**src/rtl/panel_pkg.sv**
```systemverilog
// rtl/panel_pkg.sv - shared state type and default sizes for the panel shift driver
package panel_pkg;

    typedef enum logic [1:0] {
        IDLE    = 2'd0,
        SHIFT   = 2'd1,
        LATCH   = 2'd2,
        ADVANCE = 2'd3
    } drv_state_t;

    localparam int PANEL_N    = 8;
    localparam int PANEL_ROWS = 8;

endpackage

```
**src/rtl/piso_shift.sv**
```systemverilog
// rtl/piso_shift.sv - parallel-load serial-out shift register (LSB_FIRST_EN selects bit order)
module piso_shift #(
    parameter int N = 8
) (
    input  logic         clk_i,
    input  logic         rst_i,
    input  logic         load_i,
    input  logic         shift_i,
    input  logic [N-1:0] din_i,
    output logic         ser_o
);

    logic [N-1:0] shreg_q;
    logic [N-1:0] shreg_d;

    // Next register value: a load wins over a shift; the vacated bit fills with 0
    always_comb begin
        shreg_d = shreg_q;
        if (load_i) begin
            shreg_d = din_i;
        end else if (shift_i) begin
`ifdef LSB_FIRST_EN
            shreg_d = {1'b0, shreg_q[N-1:1]};
`else
            shreg_d = {shreg_q[N-2:0], 1'b0};
`endif
        end
    end

    // Shift register storage with synchronous clear
    always_ff @(posedge clk_i) begin
        if (rst_i) begin
            shreg_q <= '0;
        end else begin
            shreg_q <= shreg_d;
        end
    end

`ifdef LSB_FIRST_EN
    assign ser_o = shreg_q[0];
`else
    assign ser_o = shreg_q[N-1];
`endif

endmodule

```
**src/rtl/panel_shift_driver.sv**
```systemverilog
// rtl/panel_shift_driver.sv - row serialiser with latch/row-increment strobes and frame tracking (LSB_FIRST_EN: LSB-first bit order)
module panel_shift_driver
    import panel_pkg::*;
#(
    parameter int N    = PANEL_N,
    parameter int ROWS = PANEL_ROWS,
    localparam int RW  = $clog2(ROWS)
) (
    input  logic          STCP,
    input  logic          rst,
    input  logic [N-1:0]  din,
    input  logic          din_valid,
    output logic          din_ready,
    output logic          ser,
    output logic          shift_en,
    output logic          latch,
    output logic          row_inc,
    output logic [RW-1:0] row,
    output logic          busy,
    output logic          frame_done
);

    localparam int CW = $clog2(N);

    drv_state_t    state_q;
    logic [CW-1:0] cnt_q;
    logic [RW-1:0] row_q;
    logic [RW-1:0] row_d;
    logic          accept;
    logic          row_last;
    logic          piso_ser;

    assign din_ready = ((state_q == IDLE) || (state_q == ADVANCE)) && !rst;
    assign accept    = din_valid && din_ready;
    assign row_last  = (row_q == RW'(ROWS - 1));

    // Explicit wrap so non-power-of-two ROWS never counts into unused codes
    always_comb begin
        row_d = row_q;
        if (state_q == ADVANCE) begin
            row_d = row_last ? '0 : row_q + RW'(1);
        end
    end

    piso_shift #(.N(N)) u_piso (
        .clk_i   (STCP),
        .rst_i   (rst),
        .load_i  (accept),
        .shift_i (state_q == SHIFT),
        .din_i   (din),
        .ser_o   (piso_ser)
    );

    // Word sequencing FSM with bit counter and row scan position
    always_ff @(posedge STCP) begin
        if (rst) begin
            state_q <= IDLE;
            cnt_q   <= '0;
            row_q   <= '0;
        end else begin
            row_q <= row_d;
            case (state_q)
                IDLE: begin
                    if (accept) begin
                        state_q <= SHIFT;
                        cnt_q   <= '0;
                    end
                end
                SHIFT: begin
                    cnt_q <= cnt_q + CW'(1);
                    if (cnt_q == CW'(N - 1)) begin
                        state_q <= LATCH;
                    end
                end
                LATCH: begin
                    state_q <= ADVANCE;
                end
                ADVANCE: begin
                    if (accept) begin
                        state_q <= SHIFT;
                        cnt_q   <= '0;
                    end else begin
                        state_q <= IDLE;
                    end
                end
                default: state_q <= IDLE;
            endcase
        end
    end

    // Strobes decode only from registered state, so latch and row_inc are mutually exclusive
    assign shift_en   = (state_q == SHIFT);
    assign ser        = shift_en && piso_ser;
    assign latch      = (state_q == LATCH);
    assign row_inc    = (state_q == ADVANCE);
    assign frame_done = (state_q == ADVANCE) && row_last;
    assign busy       = (state_q != IDLE);
    assign row        = row_q;

endmodule
```
**config.mk**
```make
export PLATFORM = sky130hd
export DESIGN_NAME = panel_shift_driver
export DESIGN_NICKNAME = d
export VERILOG_FILES = /design/src/rtl/panel_pkg.sv /design/src/rtl/piso_shift.sv /design/src/rtl/panel_shift_driver.sv
export SDC_FILE = /design/constraint.sdc
export NUM_CORES = 1
export LEC_CHECK = 0
export BUFFER_PORTS_ARGS = -buffer_cell sky130_fd_sc_hd__buf_2
export CORE_ASPECT_RATIO = 0.8
export CORE_MARGIN = 2
export CORE_UTILIZATION = 51
export DETAILED_ROUTE_END_ITERATION = 7
export PLACE_DENSITY = 0.76
export SETUP_SLACK_MARGIN = 0.1
export SYNTH_ARGS = -nofsm -noshare
export SYNTH_HDL_FRONTEND = slang
export SYNTH_SLANG_ARGS = --single-unit
export TNS_END_PERCENT = 100
```
**constraint.sdc**
```tcl
create_clock -name STCP -period 2.3 [get_ports STCP]
set_clock_uncertainty 0.2 [all_clocks]
set_input_delay 0.23 -clock STCP [delete_from_list [all_inputs] [get_ports STCP]]
set_output_delay 0.23 -clock STCP [all_outputs]
set_load 0.02 [all_outputs]
```
# == Word level (Yosys, flattened, before mapping) ==
# Cells that the tools add are included.
# totals
output_inout_bits,10
word_cells,36
reg_bits,16
# op_classes
reduce_logical,13
add_sub_neg,2
eq_ne,8
muxes,9
# op_table
op,n
$mux 8,2
$pmux 2 s4,1
$add 3x1->3 const B,2
$eq 3x3->1 const B,2
$mux 3,2
$pmux 3 s2,1
$reduce_bool 2->1,3
$eq 2x2->1 const B,2
$logic_and 1x1->1,4
$mux 2,2
$ne 2x1->1 const B,2
$reduce_and 2->1,2
$eq 2x1->1 const B,1
$logic_not 2->1,1
$ne 2x2->1 const B,1
$reduce_or 2->1,1
$logic_not 1->1,1
$logic_or 1x1->1,1
$mux 1,1

# == Depth between registers and ports, before layout ==
# Gate-level depths: netlist (run 1).
# depth
word_depth,6
ltp_mapped,7

# == Cells and area by module ==
# From an unflattened synthesis (run 1), not the netlist that was laid out.
# hier_totals
hier_cells,92
area_unflattened_um2,899.6
# modules_own_cells
mod,seq_area_each_um2,area_per_inst_um2,cells_per_inst,n_inst
panel_shift_driver,160.2,530.5,57,1
piso_shift,160.2,369.1,35,1

# == Worst setup path after synthesis (run 1) ==
# OpenSTA, ideal clock, no wires.
# synth_path
kind,reg-to-output
from,register state_q[1]
to,output port ser
path_buffers,2
stages_incl_launch_ff,6
t_arrival_ns,1.437
path_slack_ns,0.433
path_cell_list,dfxtp_1 > inv_1 > ha_1 > clkbuf_1 > buf_2 > and2_1
# synth_via
elab_chain_len,2
# synth_lines
element,line_no,rtl
start: declaration,panel_shift_driver.sv:25,drv_state_t state_q;
start signal: assignment,panel_shift_driver.sv:57,state_q <= IDLE;
start signal: assignment,panel_shift_driver.sv:65,state_q <= SHIFT;
start signal: assignment,panel_shift_driver.sv:72,state_q <= LATCH;
$eq 2x1->1,panel_shift_driver.sv:92,assign shift_en = (state_q == SHIFT);
net shift_en,panel_shift_driver.sv:15,"output logic shift_en,"
$logic_and 1x1->1,panel_shift_driver.sv:93,assign ser = shift_en && piso_ser;
end: declaration,panel_shift_driver.sv:14,"output logic ser,"
# The timed path passes the listed nets, and every way through them passes these cells.

# == Final worst setup path (run 1) ==
# layout_path
from,register state_q[1]
to,output port shift_en
# layout_via
elab_chain_len,1
# layout_lines
element,line_no
$eq 2x1->1,panel_shift_driver.sv:92
end: declaration,panel_shift_driver.sv:15
# Every way passes these cells.

==> flow_metrics.tcl, run 1 <==
set metrics [dict create \
    status "complete, no violations" \
    wl_per_cell_um 11.9 \
    setup_ws_ps 214 \
    synth-seq-cells 16 \
    dr.pass1.iters 4 \
    p_leak_nw 0.475 \
    n_antenna_cell 0 \
    dieArea_um2 2140 \
    tns_ps 0 \
    r2r_slack_ps 260 \
    cp.arrival_ps 1660 \
    worst_hold_path_type "in2reg" \
    yosysTopAreaCell "dfxtp_1" \
    cts.clk_slew.worst_paths_ps 90 \
    area_growth_pct 17.3 \
    fillers 143 \
    row_count 13 \
    synthTopCellsByArea "dfxtp_1 (35%), ha_1 (12%), mux2i_1 (12%), a211oi_2 (9.6%), nor2_1 (5.8%)" \
    grt_pass1_wl_um 2700 \
    hp-start "din[5]" \
    dpl_cell_area_um2 1020 \
    yosysUniqueCellTypes 24 \
    clk-insertion-delay-late_ps 290 \
    place_ws_ps 243 \
    start_util_pct 55.4 \
    grt_max_degree 16 \
    synth_area_per_cell_um2 9.78 \
    clockBufferDepth 2 \
    routed-via-count 708 \
    overflow 0 \
    layout-drive-gt1-share_pct 32.5 \
    nets 135 \
    cts_tree "done" \
    final_antenna_net_count 0 \
    slew_viol_final 0 \
    path_max_fanout 10 \
    cts_root_buf "clkbuf_4" \
    max_slew_margin_pct 69.8 \
    rr_worst_depth 5 \
    grt_pass1_vias 604 \
    startpoint "state_q[1]" \
    end_kind "output port" \
    synth_top_area_share_pct 35.2 \
    die_h_um 41.8 \
    rr_endpoint "u_piso.shreg_q[4]" \
    die_w_um 51.2 \
    syn_nets 113 \
    tightest_slew_ps 452 \
    gp_congestion 0.794 \
    syn_inst 93 \
    whs_path_depth 3 \
    design_area_um2 1070 \
    dr.first_iter.drc_count 23 \
    grt_setup_unrepaired "no" \
    drcViolationCount 0 \
    powerDensity_nw_per_um2 882 \
    cts_buffers 3 \
    port_buffers 20 \
    worst_setup_path_start_kind "register" \
    postRouteWirelength_um 1620 \
    ioPinCount 21 \
    grt.total_usage_pct 16.4 \
    setup_viol 0 \
    synth_seq_area_share_pct 35.2 \
    clock-sinks 16 \
    criticalPathCategory "reg2out" \
    post-route-min-period_ps 2090 \
    core_area_um2 1640 \
    drv_cap 0 \
    final_util_pct 65.0 \
    finalHoldViolCount 0 \
    mappedNetlistArea_um2 910 \
    yosysWarnings 0 \
    worstPathRequired_ps 1870 \
    crit-reg2reg-launch "state_q[0]" \
    hpwl_um 1190 \
    post_cts_buffers 0 \
    h-tree-depth 1 \
    peakVddDrop_uv 625 \
    antenna_found_initial 0 \
    period_share_pct 90.7 \
    hold_end "u_piso.shreg_q[5]" \
    timing.fmax_ghz 0.479 \
    avgViaCountPerCell 5.21 \
]
[logic make-up (layout without fill, tap and decap cells)]
logic type / count (synthesis) / after routing / share of synthesized area [%]
adder cells (fa/ha/maj): 9 / 9 / 12.4
multiplexers: 12 / 12 / 13.3
buffers and inverters: 10 / 31 / 5.50
AND/OR/NAND/NOR: 28 / 28 / 16.1
flip-flops: 16 / 16 / 35.2
AO/OA/AOI/OAI: 18 / 18 / 17.5
[power by group]
group | leakage, nW | internal (mW) | switching (mW)
Sequential | 0.130 | 0.317 | 0.0264
Combinational | 0.323 | 0.177 | 0.232
Clock | 0.0210 | 0.0966 | 0.0925
Total | 0.475 | 0.591 | 0.351
[cell usage after synthesis]
cell,count
nand2_1,2
o211a_1,1
a21oi_1,5
o32ai_1,1
mux2i_1,11
nand2b_1,3
nand3b_1,2
o21ai_0,2
inv_1,3
a211oi_2,7
nand4bb_1,1
a31o_2,1
and2_1,2
nor3b_1,2
nor2_1,14
buf_6,1
mux2_2,1
nand3_1,1
a32oi_1,1
dfxtp_1,16
clkbuf_1,2
or3b_1,1
ha_1,9
buf_2,4
[per-stage QoR]
stage | instances | total power [mW] | hold WS (ps)
floorplan | 93 | 0.671 | 166
global placement | 131 | 0.746 | 257
detailed placement | 131 | 0.755 | 269
CTS | 136 | 0.945 | 44.6
global route | 136 | 1.00 | 39.6
finish | 136 | 0.942 | 43.5
[cell type report]
class	count	area [um2]	share of cell area (%)
sequential	16	320	30.0
tap	22	27.5	2.58
timing repair buffer	24	133	12.4
inverter	3	11.3	1.06
clock buffer	4	36.3	3.40
multi-input combinational	67	539	50.5
[worst max-delay path: stages, from the launching register on]
cell	delay, ps
dfxtp_1	350
inv_1	140
ha_1	460
buf_4	240
buf_2	170
[worst max path at each step]
stage / cells after the start / slack, ps / end
floorplan: 5 / 430 / ser
global placement: 5 / 320 / u_piso.shreg_q[6]
detailed placement: 5 / 240 / u_piso.shreg_q[7]
CTS: 4 / 210 / shift_en
global route: 6 / 110 / state_q[0]
finish: 4 / 210 / shift_en
[sequential cells by signal (all words and copies together) (netlist names)]
name	cells
cnt_q	3
row	3
state_q	2
u_piso.shreg_q	8
[metal layers]
layer  global-route usage (%)  part of all wire (%)  vias up
li1                         -                     -      367
met1                     24.0                    50      324
met2                     22.9                    44       15
met3                     5.40                   5.1        2
met4                     4.74                   1.0        0
met5                        0                     0        -
[cells in the final DEF (no fill, tap or decap), types with 3 or more instances in the layout]
master / n
dfxtp_1: 16
ha_1: 9
a21oi_1: 5
mux2i_1: 11
buf_4: 3
nor2_1: 14
a211oi_2: 7
nand2b_1: 3
clkbuf_4: 3
buf_2: 20
inv_1: 3
[what timing repair did]
| item | 4_1_cts | 5_1_grt |
|---|---|---|
| hold buffers | 1 | 0 |
| setup endpoints to repair | 0 | 3 |
| hold endpoints to repair | 1 | 0 |
| gates resized for setup | 0 | 1 |
Power figures use the tool's default switching activity.
==> inputs of run 2 (changes only) <==
Settings changed: CORE_UTILIZATION 51 to 49, PLACE_DENSITY 0.76 to 0.74.
==> run 2 against run 1 <==
Against the previous run:
- critical path depth is 1 higher
- count of clock-buffer cells in the layout is 1 lower
- register-to-register slack worse by 20 ps
- power is 4.5% lower
- worst hold slack better by 11 ps
- non-clock buffer count is 1 lower
- via count is 0.14% lower
- sequential share of layout area is 0.61 points higher
- final cell count is 1.5% lower
- largest cell class unchanged
==> flow_metrics.tcl, run 2 (synthesis gave the netlist of run 1 again) <==
set metrics [dict create \
    drv_cap 0 \
    clock-sinks 16 \
    status "complete, no violations" \
    core_area_um2 1690 \
    cts_buffers 3 \
    largest_reg_flops 8 \
    port_buffers 20 \
    worstPathRequired_ps 2250 \
    tns_ps 0 \
    final_antenna_net_count 0 \
    antenna_found_initial 0 \
    grt_setup_unrepaired "no" \
    cts_tree "done" \
    clk-insertion-delay-late_ps 280 \
    criticalPathCategory "reg2reg" \
    fin_hold_ws_ps 54.7 \
    grt_pass1_wl_um 2890 \
    rr_worst_depth 5 \
    grt_max_degree 23 \
    postRouteWirelength_um 1720 \
    max_slew_margin_pct 61.9 \
    end_kind "register" \
    hpwl_um 1290 \
    die_w_um 52.2 \
    n_antenna_cell 0 \
    ioPinCount 21 \
    startpoint "state_q[0]" \
    wl_per_cell_um 12.8 \
    post_cts_buffers 0 \
    worst_hold_path_type "in2reg" \
    dieArea_um2 2220 \
    grt.total_usage_pct 17.5 \
    crit_chain "inv_1 > ha_1 > or3b_1 > nor2_1 > a211oi_2" \
    p_leak_nw 0.463 \
    h-tree-depth 1 \
    start_util_pct 53.8 \
    peakVddDrop_uv 578 \
    rr_endpoint "u_piso.shreg_q[1]" \
    routed-via-count 707 \
    worst_setup_path_start_kind "register" \
    finalHoldViolCount 0 \
    row_count 13 \
    top_layer "met4" \
    final_common_cell "buf_2" \
    grt_pass1_vias 685 \
    tightest_slew_ps 571 \
    overflow 0 \
    dr.first_iter.drc_count 6 \
    nets 134 \
    mostFrequentLayoutCells "buf_2 (20), dfxtp_1 (16), nor2_1 (14)" \
    gp_congestion 0.756 \
    cts_root_buf "clkbuf_4" \
    layout-drive-gt1-share_pct 30.4 \
    dr.pass1.iters 4 \
    wl_met1_um 834 \
    powerDensity_nw_per_um2 860 \
    period_share_pct 89.5 \
    area_growth_pct 15.0 \
    r2r_slack_ps 240 \
    die_h_um 42.5 \
    clockBufferDepth 2 \
    endpoint "u_piso.shreg_q[1]" \
    path_max_fanout 15 \
    met3_length_um 78 \
    drcViolationCount 0 \
    timing.fmax_ghz 0.486 \
    cp.arrival_ps 2010 \
    crit-reg2reg-launch "state_q[0]" \
    cts.clk_slew.worst_paths_ps 90 \
    cp_slowest_cell "or3b_1" \
    avgViaCountPerCell 5.28 \
    setup_viol 0 \
    slew_viol_final 0 \
    post-route-min-period_ps 2060 \
    largest-register "u_piso.shreg_q" \
    route.met2.wl_um 794 \
    max_stage_delay_ps 640 \
]
run 2: cell types whose count changed in the layout (fill, tap and decap cells not counted), sizes merged:
| cell | previous run | this run |
|---|---|---|
| clkbuf | 4 | 3 |
| buf | 23 | 22 |
run 2: area by class of cell:
cell class / instances / area [um2]
Sequential cell: 16 / 320
Multi-Input combinational cell: 67 / 539
Fill cell: 151 / 646
Inverter: 3 / 11.3
Clock buffer: 3 / 22.5
Timing Repair Buffer: 23 / 125
Tap cell: 22 / 27.5
run 2: worst min path at each step:
stage                         from                 to  slack (ps)  cells past startpoint
final                       din[2]  u_piso.shreg_q[2]          50                      3
after global routing        din[2]  u_piso.shreg_q[2]          50                      3
after CTS                   din[2]  u_piso.shreg_q[2]          50                      3
after detailed placement  cnt_q[0]           cnt_q[0]         270                      2
after global placement    cnt_q[0]           cnt_q[0]         250                      2
after floorplan             din[0]  u_piso.shreg_q[0]         170                      2
run 2: where the power goes:
part           internal [mW]  switching [mW]
Sequential             0.317          0.0256
Combinational          0.175           0.237
Clock                 0.0608          0.0839
Total                  0.553           0.347
run 2: critical path, delay by kind of cell (launching register included):
| family | cells | cell delay, ps |
|---|---|---|
| AOI/OAI and AO/OA | 1 | 60 |
| adders and majority gates | 1 | 310 |
| buffers and inverters | 1 | 110 |
| DFF | 1 | 380 |
| and+or+nand+nor | 2 | 870 |
run 2: metal layers:
layer	GRT usage, %	vias up
met1	22.1	327
met3	8.21	2
met4	3.08	0
met2	27.3	13
li1	-	365
met5	0	-
run 2: stage by stage:
step	instance area, um2	instances	setup slack [ps]	power [mW]	util, %
3_5_place_dp	1010	130	245	0.760	59.9
3_3_place_gp	1010	130	300	0.745	59.9
4_1_cts	1050	134	224	0.907	61.8
2_1_floorplan	910	93	433	0.671	-
5_1_grt	1050	134	106	0.962	61.8
6_report	1050	134	241	0.900	61.8
run 2: what timing repair did:
item                                   in CTS  in global routing
endpoints found under the hold margin       1                  0
resized for setup                           0                  0
hold buffers                                1                  0
setup endpoints to repair                   0                  0
==> inputs of run 3 (changes only) <==
Settings changed: PLACE_DENSITY 0.74 to 0.78.
==> run 3 against run 2 <==
Against the previous run:
- first-iteration DRC count fell by 83%
- count of clock-buffer cells in the layout did not move
- fmax decreased by 1.1%
- clock power is essentially flat
- sequential share of layout area is 0.36 points lower
- register-to-register slack better by 30 ps
- combinational power is 3% higher
- highest routed layer unchanged
==> flow_metrics.tcl, run 3 (synthesis gave the netlist of run 1 again) <==
set metrics [dict create \
    postRouteWirelength_um 1820 \
    overflow 0 \
    cp.arrival_ps 1650 \
    row_count 13 \
    clock-sinks 16 \
    grt_max_degree 16 \
    h-tree-depth 1 \
    grt_setup_unrepaired "no" \
    drv_cap 0 \
    avgViaCountPerCell 5.27 \
    clockBufferDepth 2 \
    clk-insertion-delay-late_ps 280 \
    gp_congestion 0.770 \
    powerDensity_nw_per_um2 861 \
    cts_tree "done" \
    cts_buffers 3 \
    fillers 155 \
    tightest_slew_ps 458 \
    start_util_pct 53.8 \
    dieArea_um2 2220 \
    peakVddDrop_uv 771 \
    wl_per_cell_um 13.5 \
    grt_pass1_wl_um 3160 \
    post_cts_buffers 0 \
    core_area_um2 1690 \
    setup_viol 0 \
    antenna_found_initial 0 \
    die_h_um 42.5 \
    place_ws_ps 239 \
    timing.fmax_ghz 0.480 \
    grt.total_usage_pct 19.6 \
    die_w_um 52.2 \
    mostFrequentLayoutCells "buf_2 (20), dfxtp_1 (16), nor2_1 (14)" \
    port_buffers 20 \
    cts.clk_slew.worst_paths_ps 80 \
    period_share_pct 90.5 \
    hpwl_um 1370 \
    finalHoldViolCount 0 \
    final_common_cell "buf_2" \
    drcViolationCount 0 \
    largest_reg_flops 8 \
    worstPathRequired_ps 1870 \
    max_slew_margin_pct 69.5 \
    ioPinCount 21 \
    status "complete, no violations" \
    routed-via-count 712 \
    worst_setup_path_start_kind "register" \
    cts_root_buf "clkbuf_4" \
    area_growth_pct 16.4 \
    post-route-min-period_ps 2080 \
    p_leak_nw 0.470 \
    layout-drive-gt1-share_pct 32.7 \
    dr.pass1.iters 4 \
    final_antenna_net_count 0 \
    criticalPathCategory "reg2out" \
    setup_ws_ps 218 \
    nets 135 \
    path_max_fanout 10 \
    largest-register "u_piso.shreg_q" \
    end_kind "output port" \
    grt_pass1_vias 733 \
    tns_ps 0 \
    worst_hold_path_type "in2reg" \
    n_antenna_cell 0 \
    dr.first_iter.drc_count 1 \
    slew_viol_final 0 \
]
run 3: cell count changes in the layout (fill, tap and decap cells not counted), sizes merged:
cell | before | now
buf | 22 | 23
run 3: final cells by class:
| cell class | count | area [um2] | share of cell area [%] |
|---|---|---|---|
| inverters | 3 | 11.3 | 1.06 |
| repair buffers | 24 | 133 | 12.5 |
| multi-input cells | 67 | 544 | 51.4 |
| flip-flops and latches | 16 | 320 | 30.3 |
| clock buffers | 3 | 22.5 | 2.13 |
| well taps | 22 | 27.5 | 2.60 |
run 3: what timing repair did:
item / 4_1_cts / 5_1_grt
gates resized for setup: 0 / 2
endpoints found under the setup margin: 0 / 3
hold endpoints to repair: 1 / 0
hold buffers: 1 / 0
run 3: final timing paths:
check | startpoint | to | slack (ps) | cells after the start
min reg2reg | cnt_q[0] | cnt_q[0] | 280 | 2
max | state_q[1] | shift_en | 220 | 4
max reg2reg | state_q[0] | u_piso.shreg_q[4] | 270 | 5
min | din[1] | u_piso.shreg_q[1] | 50 | 3
run 3: worst max-delay path, cell delays in order (launching register included):
cell and delay [ps]:
dfxtp_1 340, inv_1 140, ha_1 460, buf_4 250, buf_2 170
run 3: where the power goes:
group,switching (mW),total [mW],internal (mW)
Clock,0.0823,0.143,0.0609
Sequential,0.0263,0.344,0.317
Combinational,0.246,0.425,0.179
run 3: layer usage:
metal  track usage, %  wire length (um)
met1             23.4               835
met4             7.69                27
met2             32.2               884
met3             6.43                75
met5                0                 0
run 3: stage by stage:
step / utilization (%) / instance area (um2) / total power, mW / instances / hold WS (ps)
2_1_floorplan: - / 910 / 0.671 / 93 / 166
3_3_place_gp: 60.4 / 1020 / 0.747 / 131 / 256
5_1_grt: 62.6 / 1060 / 0.976 / 135 / 56.8
6_report: 62.6 / 1060 / 0.912 / 135 / 51.8
3_5_place_dp: 60.4 / 1020 / 0.766 / 131 / 265
4_1_cts: 62.3 / 1050 / 0.916 / 135 / 43.7
